<file path="src/rtl/moxie_wb_arbiter_if.sv">
// moxie_wb_arbiter_if: one 16-bit Wishbone link (request, read data, ack, err).
// master modport = bus-master side; slave modport = bus-slave side.
interface moxie_wb_arbiter_if;
  logic [15:0] dat_w;
  logic [15:0] dat_r;
  logic [31:0] adr;
  logic [1:0]  sel;
  logic        we;
  logic        cyc;
  logic        stb;
  logic        ack;
  logic        err;

  modport master (
    output dat_w, adr, sel, we, cyc, stb,
    input  dat_r, ack
  );

  modport slave (
    input  dat_w, adr, sel, we, cyc, stb,
    output dat_r, ack, err
  );
endinterface

</file>
<file path="src/rtl/moxie_wb_arbiter.sv">
// moxie_wb_arbiter: round-robin two-master Wishbone arbiter with ack watchdog.
// Ports: clk_i, rst_n_i, m0/m1 (slave side of each master), s (to slave), grant_o, timeout_o.
module moxie_wb_arbiter #(
  parameter int unsigned TIMEOUT = 255,
  parameter int unsigned TW      = 16
) (
  input  logic                      clk_i,
  input  logic                      rst_n_i,
  moxie_wb_arbiter_if.slave         m0,
  moxie_wb_arbiter_if.slave         m1,
  moxie_wb_arbiter_if.master        s,
  output logic [1:0]                grant_o,
  output logic                      timeout_o
);

  typedef enum logic [1:0] {
    IDLE = 2'd0,
    GNT0 = 2'd1,
    GNT1 = 2'd2
  } state_e;

  localparam logic [TW-1:0] WD_LAST = TW'(TIMEOUT - 1);
  localparam logic [TW-1:0] WD_ONE  = TW'(1);

  state_e        state_q, state_d;
  logic          last_q, last_d;
  logic [TW-1:0] wd_q, wd_d;
  logic          abort_q, abort_d;
  logic          stb_w;

  always_ff @(posedge clk_i or negedge rst_n_i) begin
    if (!rst_n_i) begin
      state_q <= IDLE;
      last_q  <= 1'b1;
      wd_q    <= '0;
      abort_q <= 1'b0;
    end else begin
      state_q <= state_d;
      last_q  <= last_d;
      wd_q    <= wd_d;
      abort_q <= abort_d;
    end
  end

  always_comb begin
    state_d  = state_q;
    last_d   = last_q;
    wd_d     = wd_q;
    abort_d  = 1'b0;
    grant_o  = 2'b00;
    stb_w    = 1'b0;
    s.adr    = '0;
    s.dat_w  = '0;
    s.sel    = '0;
    s.we     = 1'b0;
    s.cyc    = 1'b0;
    s.stb    = 1'b0;
    m0.ack   = 1'b0;
    m0.err   = 1'b0;
    m1.ack   = 1'b0;
    m1.err   = 1'b0;
    m0.dat_r = s.dat_r;
    m1.dat_r = s.dat_r;

    unique case (state_q)
      IDLE: begin
        // last_q = 1 means m1 was served most recently, so m0 wins a tie
        if (m0.cyc && (!m1.cyc || last_q)) begin
          state_d = GNT0;
          last_d  = 1'b0;
        end else if (m1.cyc) begin
          state_d = GNT1;
          last_d  = 1'b1;
        end
      end
      GNT0: begin
        grant_o = 2'b01;
        s.adr   = m0.adr;
        s.dat_w = m0.dat_w;
        s.sel   = m0.sel;
        s.we    = m0.we;
        s.cyc   = m0.cyc & ~abort_q;
        stb_w   = m0.stb & m0.cyc & ~abort_q;
        m0.ack  = s.ack & stb_w;
        m0.err  = abort_q;
        if (!m0.cyc) state_d = IDLE;
      end
      GNT1: begin
        grant_o = 2'b10;
        s.adr   = m1.adr;
        s.dat_w = m1.dat_w;
        s.sel   = m1.sel;
        s.we    = m1.we;
        s.cyc   = m1.cyc & ~abort_q;
        stb_w   = m1.stb & m1.cyc & ~abort_q;
        m1.ack  = s.ack & stb_w;
        m1.err  = abort_q;
        if (!m1.cyc) state_d = IDLE;
      end
      default: state_d = IDLE;
    endcase

    s.stb = stb_w;

    // an ack in the final wait cycle beats the abort
    abort_d = stb_w & ~s.ack & (wd_q == WD_LAST);
    if (!stb_w || s.ack || abort_d) begin
      wd_d = '0;
    end else if (wd_q != '1) begin
      wd_d = wd_q + WD_ONE;
    end
  end

  assign timeout_o = abort_q;

endmodule

</file>
<file path="src/flat_wrapper.sv">
// flat-port wrapper written by rule: the top's interface ports become plain ports
module moxie_wb_arbiter_flat 
#(
  parameter int unsigned TIMEOUT = 255,
  parameter int unsigned TW      = 16
)
  (clk_i, rst_n_i, grant_o, timeout_o, m0_dat_w, m0_adr, m0_sel, m0_we, m0_cyc, m0_stb, m0_dat_r, m0_ack, m0_err, m1_dat_w, m1_adr, m1_sel, m1_we, m1_cyc, m1_stb, m1_dat_r, m1_ack, m1_err, s_dat_w, s_adr, s_sel, s_we, s_cyc, s_stb, s_dat_r, s_ack);
  moxie_wb_arbiter_if m0_i ();
  moxie_wb_arbiter_if m1_i ();
  moxie_wb_arbiter_if s_i ();
  input  logic clk_i;
  input  logic rst_n_i;
  output logic [1:0] grant_o;
  output logic timeout_o;
  input wire logic [$bits(m0_i.dat_w)-1:0] m0_dat_w;
  input wire logic [$bits(m0_i.adr)-1:0] m0_adr;
  input wire logic [$bits(m0_i.sel)-1:0] m0_sel;
  input wire logic [$bits(m0_i.we)-1:0] m0_we;
  input wire logic [$bits(m0_i.cyc)-1:0] m0_cyc;
  input wire logic [$bits(m0_i.stb)-1:0] m0_stb;
  output wire logic [$bits(m0_i.dat_r)-1:0] m0_dat_r;
  output wire logic [$bits(m0_i.ack)-1:0] m0_ack;
  output wire logic [$bits(m0_i.err)-1:0] m0_err;
  input wire logic [$bits(m1_i.dat_w)-1:0] m1_dat_w;
  input wire logic [$bits(m1_i.adr)-1:0] m1_adr;
  input wire logic [$bits(m1_i.sel)-1:0] m1_sel;
  input wire logic [$bits(m1_i.we)-1:0] m1_we;
  input wire logic [$bits(m1_i.cyc)-1:0] m1_cyc;
  input wire logic [$bits(m1_i.stb)-1:0] m1_stb;
  output wire logic [$bits(m1_i.dat_r)-1:0] m1_dat_r;
  output wire logic [$bits(m1_i.ack)-1:0] m1_ack;
  output wire logic [$bits(m1_i.err)-1:0] m1_err;
  output wire logic [$bits(s_i.dat_w)-1:0] s_dat_w;
  output wire logic [$bits(s_i.adr)-1:0] s_adr;
  output wire logic [$bits(s_i.sel)-1:0] s_sel;
  output wire logic [$bits(s_i.we)-1:0] s_we;
  output wire logic [$bits(s_i.cyc)-1:0] s_cyc;
  output wire logic [$bits(s_i.stb)-1:0] s_stb;
  input wire logic [$bits(s_i.dat_r)-1:0] s_dat_r;
  input wire logic [$bits(s_i.ack)-1:0] s_ack;
  assign m0_i.dat_w = m0_dat_w;
  assign m0_i.adr = m0_adr;
  assign m0_i.sel = m0_sel;
  assign m0_i.we = m0_we;
  assign m0_i.cyc = m0_cyc;
  assign m0_i.stb = m0_stb;
  assign m0_dat_r = m0_i.dat_r;
  assign m0_ack = m0_i.ack;
  assign m0_err = m0_i.err;
  assign m1_i.dat_w = m1_dat_w;
  assign m1_i.adr = m1_adr;
  assign m1_i.sel = m1_sel;
  assign m1_i.we = m1_we;
  assign m1_i.cyc = m1_cyc;
  assign m1_i.stb = m1_stb;
  assign m1_dat_r = m1_i.dat_r;
  assign m1_ack = m1_i.ack;
  assign m1_err = m1_i.err;
  assign s_dat_w = s_i.dat_w;
  assign s_adr = s_i.adr;
  assign s_sel = s_i.sel;
  assign s_we = s_i.we;
  assign s_cyc = s_i.cyc;
  assign s_stb = s_i.stb;
  assign s_i.dat_r = s_dat_r;
  assign s_i.ack = s_ack;
  moxie_wb_arbiter #(.TIMEOUT(TIMEOUT), .TW(TW)) u_core (.clk_i(clk_i), .rst_n_i(rst_n_i), .m0(m0_i), .m1(m1_i), .s(s_i), .grant_o(grant_o), .timeout_o(timeout_o));
endmodule
</file>
<file path="config.mk">
export PLATFORM = sky130hd
export DESIGN_NAME = moxie_wb_arbiter_flat
export DESIGN_NICKNAME = d
export VERILOG_FILES = /design/src/rtl/moxie_wb_arbiter_if.sv /design/src/rtl/moxie_wb_arbiter.sv /design/src/flat_wrapper.sv
export SDC_FILE = /design/constraint.sdc
export NUM_CORES = 1
export LEC_CHECK = 0
export ABC_AREA = 1
export CORE_AREA = 2 2 83 85
export CTS_BUF_LIST = sky130_fd_sc_hd__clkbuf_4 sky130_fd_sc_hd__clkbuf_8
export CTS_CLUSTER_DIAMETER = 30
export DETAILED_ROUTE_END_ITERATION = 12
export DIE_AREA = 0 0 85 87
export DONT_BUFFER_PORTS = 1
export PLACE_DENSITY_LB_ADDON = 0.15
export SETUP_SLACK_MARGIN = 0.2
export SLEW_MARGIN = 20
export SYNTH_ARGS = -nofsm -noshare
export SYNTH_HDL_FRONTEND = slang
export SYNTH_SLANG_ARGS = --single-unit
</file>
<file path="constraint.sdc">
create_clock -name clk_i -period 4.78 [get_ports clk_i]
set_input_delay 1.434 -clock clk_i [delete_from_list [all_inputs] [get_ports clk_i]]
set_output_delay 1.434 -clock clk_i [all_outputs]
set_load 0.05 [all_outputs]
</file>
==> metrics.md, run 1 <==
| Metric | Value |
|---|---|
| Fill count | 720 |
| Cell with the most instances on the worst path | buf_4 |
| Slowest cell on crit path | clkinv_1 |
| Worst setup EP type | output pin |
| Core ar. | 6570 sq um |
| Vias | 2542 |
| Post-Syn Area per Cell | 5.89 sq um |
| Mapped Area | 2350 sq um |
| CTS Hold Bufs | 0 |
| CTS tree | yes |
| Worst-margin pin slew | 0.956 ns |
| Hold Path Stages | 2 |
| Worst Path Class, Setup | flop to output pin |
| Die width | 85 um |
| Sequential-to-total area share from yosys stat | 21.4% |
| Worst setup SP type | flop |
| Post-CTS setup buffers | 0 |
| Switching Power | 0.00111 W |
| Hold Vio Cnt, Final | 0 |
| Clock share of power | 7.7% |
| Clk sinks | 20 |
| Final #Nets | 541 |
| DP Worst Slack | 1.08 ns |
| Initial antenna violation count | 0 |
| Post-synth top area share | 25.0% |
| Pre-Repair DR Iteration Count | 4 |
| Yosys top cell by area | nand2_1 |
| Max Clock Freq | 0.251 GHz |
| Hold_sp | u_core.last_q |
| Die area | 7400 sq um |
| Reg-to-Reg Start | u_core.state_q[0] |
| Met3 wire length | 691 um |
| Hold Crit Class | flop to flop |
| Min Tclk post-route | 3.98 ns |
| Final setup fails | 0 |
| ANT cells | 0 |
| P_leak | 1.24 nW |
| Reg2Reg Depth | 10 |
| WP data required | 3.35 ns |
| DR WL met2 | 3400 um |
| Wire per inst | 16.3 um |
| Pin count of the biggest net entering global routing | 55 |
| Pwr Density | 654 nW/um^2 |
| Row count | 30 |
| Vias in the first global route | 2286 |
| Synth unique cells | 29 |
| Area of the multi-input gates | 1400 sq um |
| # H-tree levels | 1 |
| Period utilisation layout | 83.2% |
| Max-slew violation total from the final report | 0 |
| Detailed Route Iter0 Violations | 141 |
| Clk_lat worst skew | 0.26 ns |
| CTS buffer count | 3 |
| Final worst clock skew | 0.00443 ns |
| RSZ-0062 raised after global routing | no |
| Switching share of total power | 64.8% |
| Root Driver | clkbuf_8 |
| Synth Register Bits | 20 |
| Buf/Inv on CP | 5 |
| Hold endpoint | u_core.last_q |
| GRT Overall Usage | 20.2% |
| Sequential share of power | 11.3% |
| DR top layer | met4 |
| Clock slew at reported path FFs | 0.07 ns |
| Mapped Nets | 529 |
| DRT antenna net count | 0 |
| Outcome | completed |
| Routability Congestion | 0.854 |
| First-pass GRT wire length | 11600 um |
| Maximum clock insertion buffer count | 2 |
| DRC violations left | 0 |
| Die span in y | 87 um |
| FF/Latch Area | 502 sq um |
| Int Power | 0.000601 W |
| Top cells by area, synth | nand2_1 (25%), dfrtp_1 (20%), a21oi_1 (12%) |
| Setup TNS | 0 ns |
| DR vias/cell | 5.20 |
| Final WL | 7960 um |
| Dpl hpwl | 6520 um |
| Max IR drop VDD | 0.000386 V |
| Post-Syn Instances | 398 |
| Max_slew headroom | 36.3% |
| Synthesis warning total | 0 |
| Total gr overflow | 0 |
| CP max FO | 23 |
| Initial Utilization | 35.7% |
| Family with the most delay on the worst path | buffers and inverters |
| I/O pin cnt | 217 |
| Share of cells above drive strength 1 | 20.0% |
| Logic pwr share | 81.0% |
| CP max stage delay | 0.50 ns |
| Max-cap check violation count | 0 |
| Final worst-path setup slack | 0.802 ns |
| Routed met1 length | 3590 um |
| Terminus of the critical flop-to-flop path | u_core.wd_q[5] |
| Worst reg2reg setup slack | 2.35 ns |
| CP Cell Sequence | inv_1 -> ha_1 -> clkinv_1 -> buf_4 -> buf_4 -> a21oi_1 -> buf_4 |
| CP arrival | 2.54 ns |
| IO buf count | 0 |
| Area Overhead vs Synth | 11.4% |
| Post-CTS resize count | 0 |
metal layers:
layer / up-vias / track usage [%]
met4: 0 / 9.09
met1: 1160 / 28.1
met5: - / 0
li1: 1236 / -
met3: 21 / 5.31
met2: 125 / 29.1
cell families after synthesis:
| group | Yosys count | share of synthesized area [%] |
|---|---|---|
| AND/OR/NAND/NOR | 221 | 40.6 |
| buffers and inverters | 83 | 19.4 |
| AO/OA/AOI/OAI | 63 | 13.6 |
| flip-flops | 20 | 21.4 |
| adder cells (fa/ha/maj) | 6 | 3.20 |
| XOR/XNOR | 5 | 1.87 |
worst max path at each step:
stage | from | endpoint | slack (ns) | cells past startpoint
floorplan | m0_cyc | s_cyc | 0.71 | 4
global placement | u_core.state_q[1] | s_dat_w[1] | 1.17 | 7
detailed placement | u_core.state_q[1] | s_adr[1] | 1.08 | 7
CTS | u_core.state_q[1] | s_dat_w[1] | 0.76 | 7
global route | u_core.state_q[1] | s_adr[1] | 0.59 | 7
finish | u_core.state_q[1] | s_adr[1] | 0.80 | 7
cell usage in the layout (no fill, tap or decap), drive strengths merged:
cell    Yosys  layout
dfrtp      19      19
nor4        1       1
xnor2       2       2
nand4       4       4
inv        31      31
buf        36      58
o21bai      1       1
a21oi      58      58
nand2     159     159
a31oi       1       1
nor3        1       1
nand3      20      20
nor2       34      34
clkbuf     15       4
clkinv      1       1
or2         2       2
xor2        3       3
ha          6       6
dfstp       1       1
o21ai       3       3
flip-flops by register name (all words and copies together) (netlist names):
| name | flops |
|---|---|
| u_core.state_q | 2 |
| u_core.timeout_o | 1 |
| u_core.wd_q | 16 |
| u_core.last_q | 1 |
Yosys cell counts (all sizes together):
library cell,instances
nor2,34
buf,36
o21bai,1
a31oi,1
nand3,20
nor4,1
o21ai,3
nor3,1
xor2,3
nand4,4
dfrtp,19
a21oi,58
clkinv,1
dfstp,1
clkbuf,15
nand2,159
ha,6
or2,2
inv,31
xnor2,2
layout make-up:
| type | instances | share of cell area [%] |
|---|---|---|
| clock buffers | 4 | 2.11 |
| flip-flops and latches | 20 | 19.2 |
| well taps | 80 | 3.83 |
| inverters | 32 | 4.60 |
| multi-input cells | 295 | 53.6 |
| repair buffers | 58 | 16.7 |
tightest hold or removal path: stages (launching register included):
cell     delay [ns]
dfstp_2        0.37
nor2_1         0.09
nor2_1         0.05
through the flow:
stage	hold WS (ns)	cells	power [W]	area (sq um)	utilization, %
floorplan	0.477	398	0.00128	2350	-
global placement	0.488	485	0.00158	2560	38.9
detailed placement	0.501	485	0.00159	2560	38.9
CTS	0.511	489	0.00172	2610	39.8
global route	0.517	489	0.00181	2610	39.8
finish	0.508	489	0.00171	2610	39.8
power groups by stage:
stage / registers, W / clock network (W) / logic [W]
final: 0.000193 / 0.000132 / 0.00138
after global routing: 0.000194 / 0.000142 / 0.00147
after CTS: 0.000193 / 0.000135 / 0.00139
after detailed placement: 0.000196 / 0 / 0.00139
after global placement: 0.000195 / 0 / 0.00138
after floorplan: 0.000194 / 0 / 0.00109
Note: power is estimated with default switching activity, not from simulation.
==> inputs of run 2 (changes only) <==
- ABC_AREA: 1 -> 0
- CORE_AREA: 2 2 83 85 -> 2 2 85 87
- DIE_AREA: 0 0 85 87 -> 0 0 87 89
- clock period: 4.78 -> 3.5 ns (I/O delays scaled with it)
==> run 2 against run 1 <==
Effect of this change:
- die area rose by 4.7%
- sequential share of layout area shrank 0.91 points
- area after synthesis decreased by 1.1%
- count of clock-buffer cells in the layout stayed put
- setup slack lost 0.35 ns
- power up 31%
- critical path type unchanged
- largest cell class unchanged
- largest power group unchanged
- highest routed layer unchanged
==> metrics.md, run 2 <==
| Metric | Value |
|---|---|
| Outcome | completed |
| Maximum clock insertion buffer count | 2 |
| Max IR drop VDD | 0.000330 V |
| Post-Syn Area per Cell | 8.17 sq um |
| Clk sinks | 20 |
| ANT cells | 0 |
| Row count | 30 |
| Vias | 2208 |
| Total gr overflow | 0 |
| RSZ-0062 raised after global routing | no |
| Max-slew violation total from the final report | 0 |
| Post-CTS resize count | 0 |
| DRC violations left | 0 |
| Hold Crit Class | primary input to asynchronous set/reset pin |
| Initial Utilization | 34.5% |
| CP max FO | 23 |
| Pwr Density | 816 nW/um^2 |
| Worst setup SP type | flop |
| Die width | 87 um |
| Clock slew at reported path FFs | 0.08 ns |
| Final worst clock skew | 0.00247 ns |
| DP Worst Slack | 0.676 ns |
| Cell Count, Final, Fillers Out | 376 |
| Pre-Repair DR Iteration Count | 4 |
| P_leak | 1.10 nW |
| Most common cell in the netlist | nor2b_1 |
| Sequential-to-total area share from yosys stat | 21.6% |
| Final WL | 7310 um |
| Synth unique cells | 50 |
| Vias in the first global route | 1917 |
| Area Overhead vs Synth | 18.2% |
| Final #Nets | 428 |
| Main synth FF type | dfrtp_1 |
| # H-tree levels | 1 |
| Max Clock Freq | 0.328 GHz |
| Routability Congestion | 0.825 |
| GRT Overall Usage | 16.4% |
| Top cells by area, synth | dfrtp_1 (20%), a22oi_1 (17%), nor2b_1 (14%) |
| Pwr Total | 0.00224 W |
| Post-synth top area share | 20.5% |
| Biggest register | u_core.wd_q |
| Detailed Route Iter0 Violations | 108 |
| Hold Vio Cnt, Final | 0 |
| DR vias/cell | 5.87 |
| Period utilisation layout | 87.1% |
| Post-Syn Instances | 284 |
| Ys async rst share | 100% |
| Final worst-path setup slack | 0.451 ns |
| Wire per inst | 19.4 um |
| DRT antenna net count | 0 |
| Mapped Area | 2320 sq um |
| Min Tclk post-route | 3.05 ns |
| # placed instances | 372 |
| Post-CTS setup buffers | 0 |
| Commonest non-fill, non-tap cell in the layout | buf_4 |
| CP arrival | 2.00 ns |
| CTS tree | yes |
| Worst-margin pin slew | 0.638 ns |
| Reg2Reg Depth | 6 |
| Clk_lat worst skew | 0.26 ns |
| CTS buffer count | 3 |
| Synthesis warning total | 0 |
| Worst Path Class, Setup | flop to output pin |
| Post-synth top cells | nor2b_1 (52), a22oi_1 (51), buf_4 (32), dfrtp_1 (19) |
| First-pass GRT wire length | 10100 um |
| CTS Hold Bufs | 0 |
| Max reg flops | 16 |
| Final setup fails | 0 |
| WP data required | 2.45 ns |
| Dpl hpwl | 5800 um |
| Largest registers | u_core.wd_q: 16 flops, u_core.state_q: 2 flops |
| Pin count of the biggest net entering global routing | 48 |
| IO buf count | 0 |
| Mapped Nets | 415 |
| Share of cells above drive strength 1 | 42.2% |
| Yosys top cell by area | dfrtp_1 |
| Worst setup EP type | output pin |
| I/O pin cnt | 217 |
| Commonest non-fill, non-tap cells in the layout | buf_4 (58), a22oi_1 (51), nor2b_2 (49), dfrtp_1 (19) |
| Max_slew headroom | 57.5% |
| Core ar. | 6720 sq um |
| Synth Register Bits | 20 |
| Die area | 7740 sq um |
| Setup TNS | 0 ns |
| EDFF count, synth | 0 |
| Initial antenna violation count | 0 |
| Die span in y | 89 um |
| Util after Layout | 40.8% |
| Max-cap check violation count | 0 |
| Root Driver | clkbuf_8 |
-- run 2: cell types whose count changed in the layout (fill, tap and decap cells not counted), sizes merged, moves of 7 or more --
cell,change
nand3,-17
nor2,-25
nand2,-153
nor2b,+52
nor3,+7
a21oi,-51
inv,-22
a22oi,+51
-- run 2: worst paths after layout --
path	slack (ns)	from	endpoint
max	0.45	u_core.state_q[0]	s_adr[29]
min reg2reg	0.54	u_core.last_q	u_core.last_q
min	0.48	rst_n_i	u_core.wd_q[5]
max reg2reg	1.44	u_core.state_q[0]	u_core.wd_q[5]
min in group clk_i	0.54	u_core.last_q	u_core.last_q
max in group asynchronous	2.85	rst_n_i	u_core.last_q
-- run 2: cells by family (layout without fill, tap and decap cells) --
group	count (synthesis)	in the layout	synth area share, %
buffers and inverters	60	72	15.3
and+or+nand+nor	109	109	31.3
AOI/OAI and AO/OA	85	85	26.9
muxes	3	3	1.29
DFF	20	20	21.6
xor gates and xnor gates	1	1	0.378
adders and majority gates	6	6	3.24
-- run 2: per-stage QoR --
step / hold WS [ns] / area [sq um]
final: 0.476 / 2740
after global routing: 0.461 / 2740
after CTS: 0.468 / 2740
after detailed placement: 0.524 / 2690
after global placement: 0.525 / 2690
after floorplan: 0.494 / 2450
-- run 2: layout make-up --
type	instances	area, sq um
fillers	668	3980
multi-input cells	204	1600
flip-flops and latches	20	502
repair buffers	59	455
well taps	80	100
clock buffers	4	55.1
inverters	9	33.8
-- run 2: power by group --
part,internal [W],total [W],leakage (nW),switching [W]
clock,0.000100,0.000179,0.0288,0.0000785
combinational,0.000641,0.00180,0.795,0.00116
sequential,0.000251,0.000264,0.274,0.0000127
-- run 2: per-layer routing --
layer  share of wire (%)  global-route usage [%]  vias to the layer above
li1                    -                       -                     1046
met4                0.41                    2.98                        0
met3                 6.7                    3.97                        5
met2                  51                    28.2                      113
met5                   0                       0                        -
met1                  41                    21.3                     1044
-- run 2: critical path: stages (launching register included) --
cell and delay, ns:
dfrtp_1 0.41, inv_1 0.14, ha_2 0.34, buf_4 0.31
a22oi_1 0.15, nor2b_2 0.18, buf_4 0.22
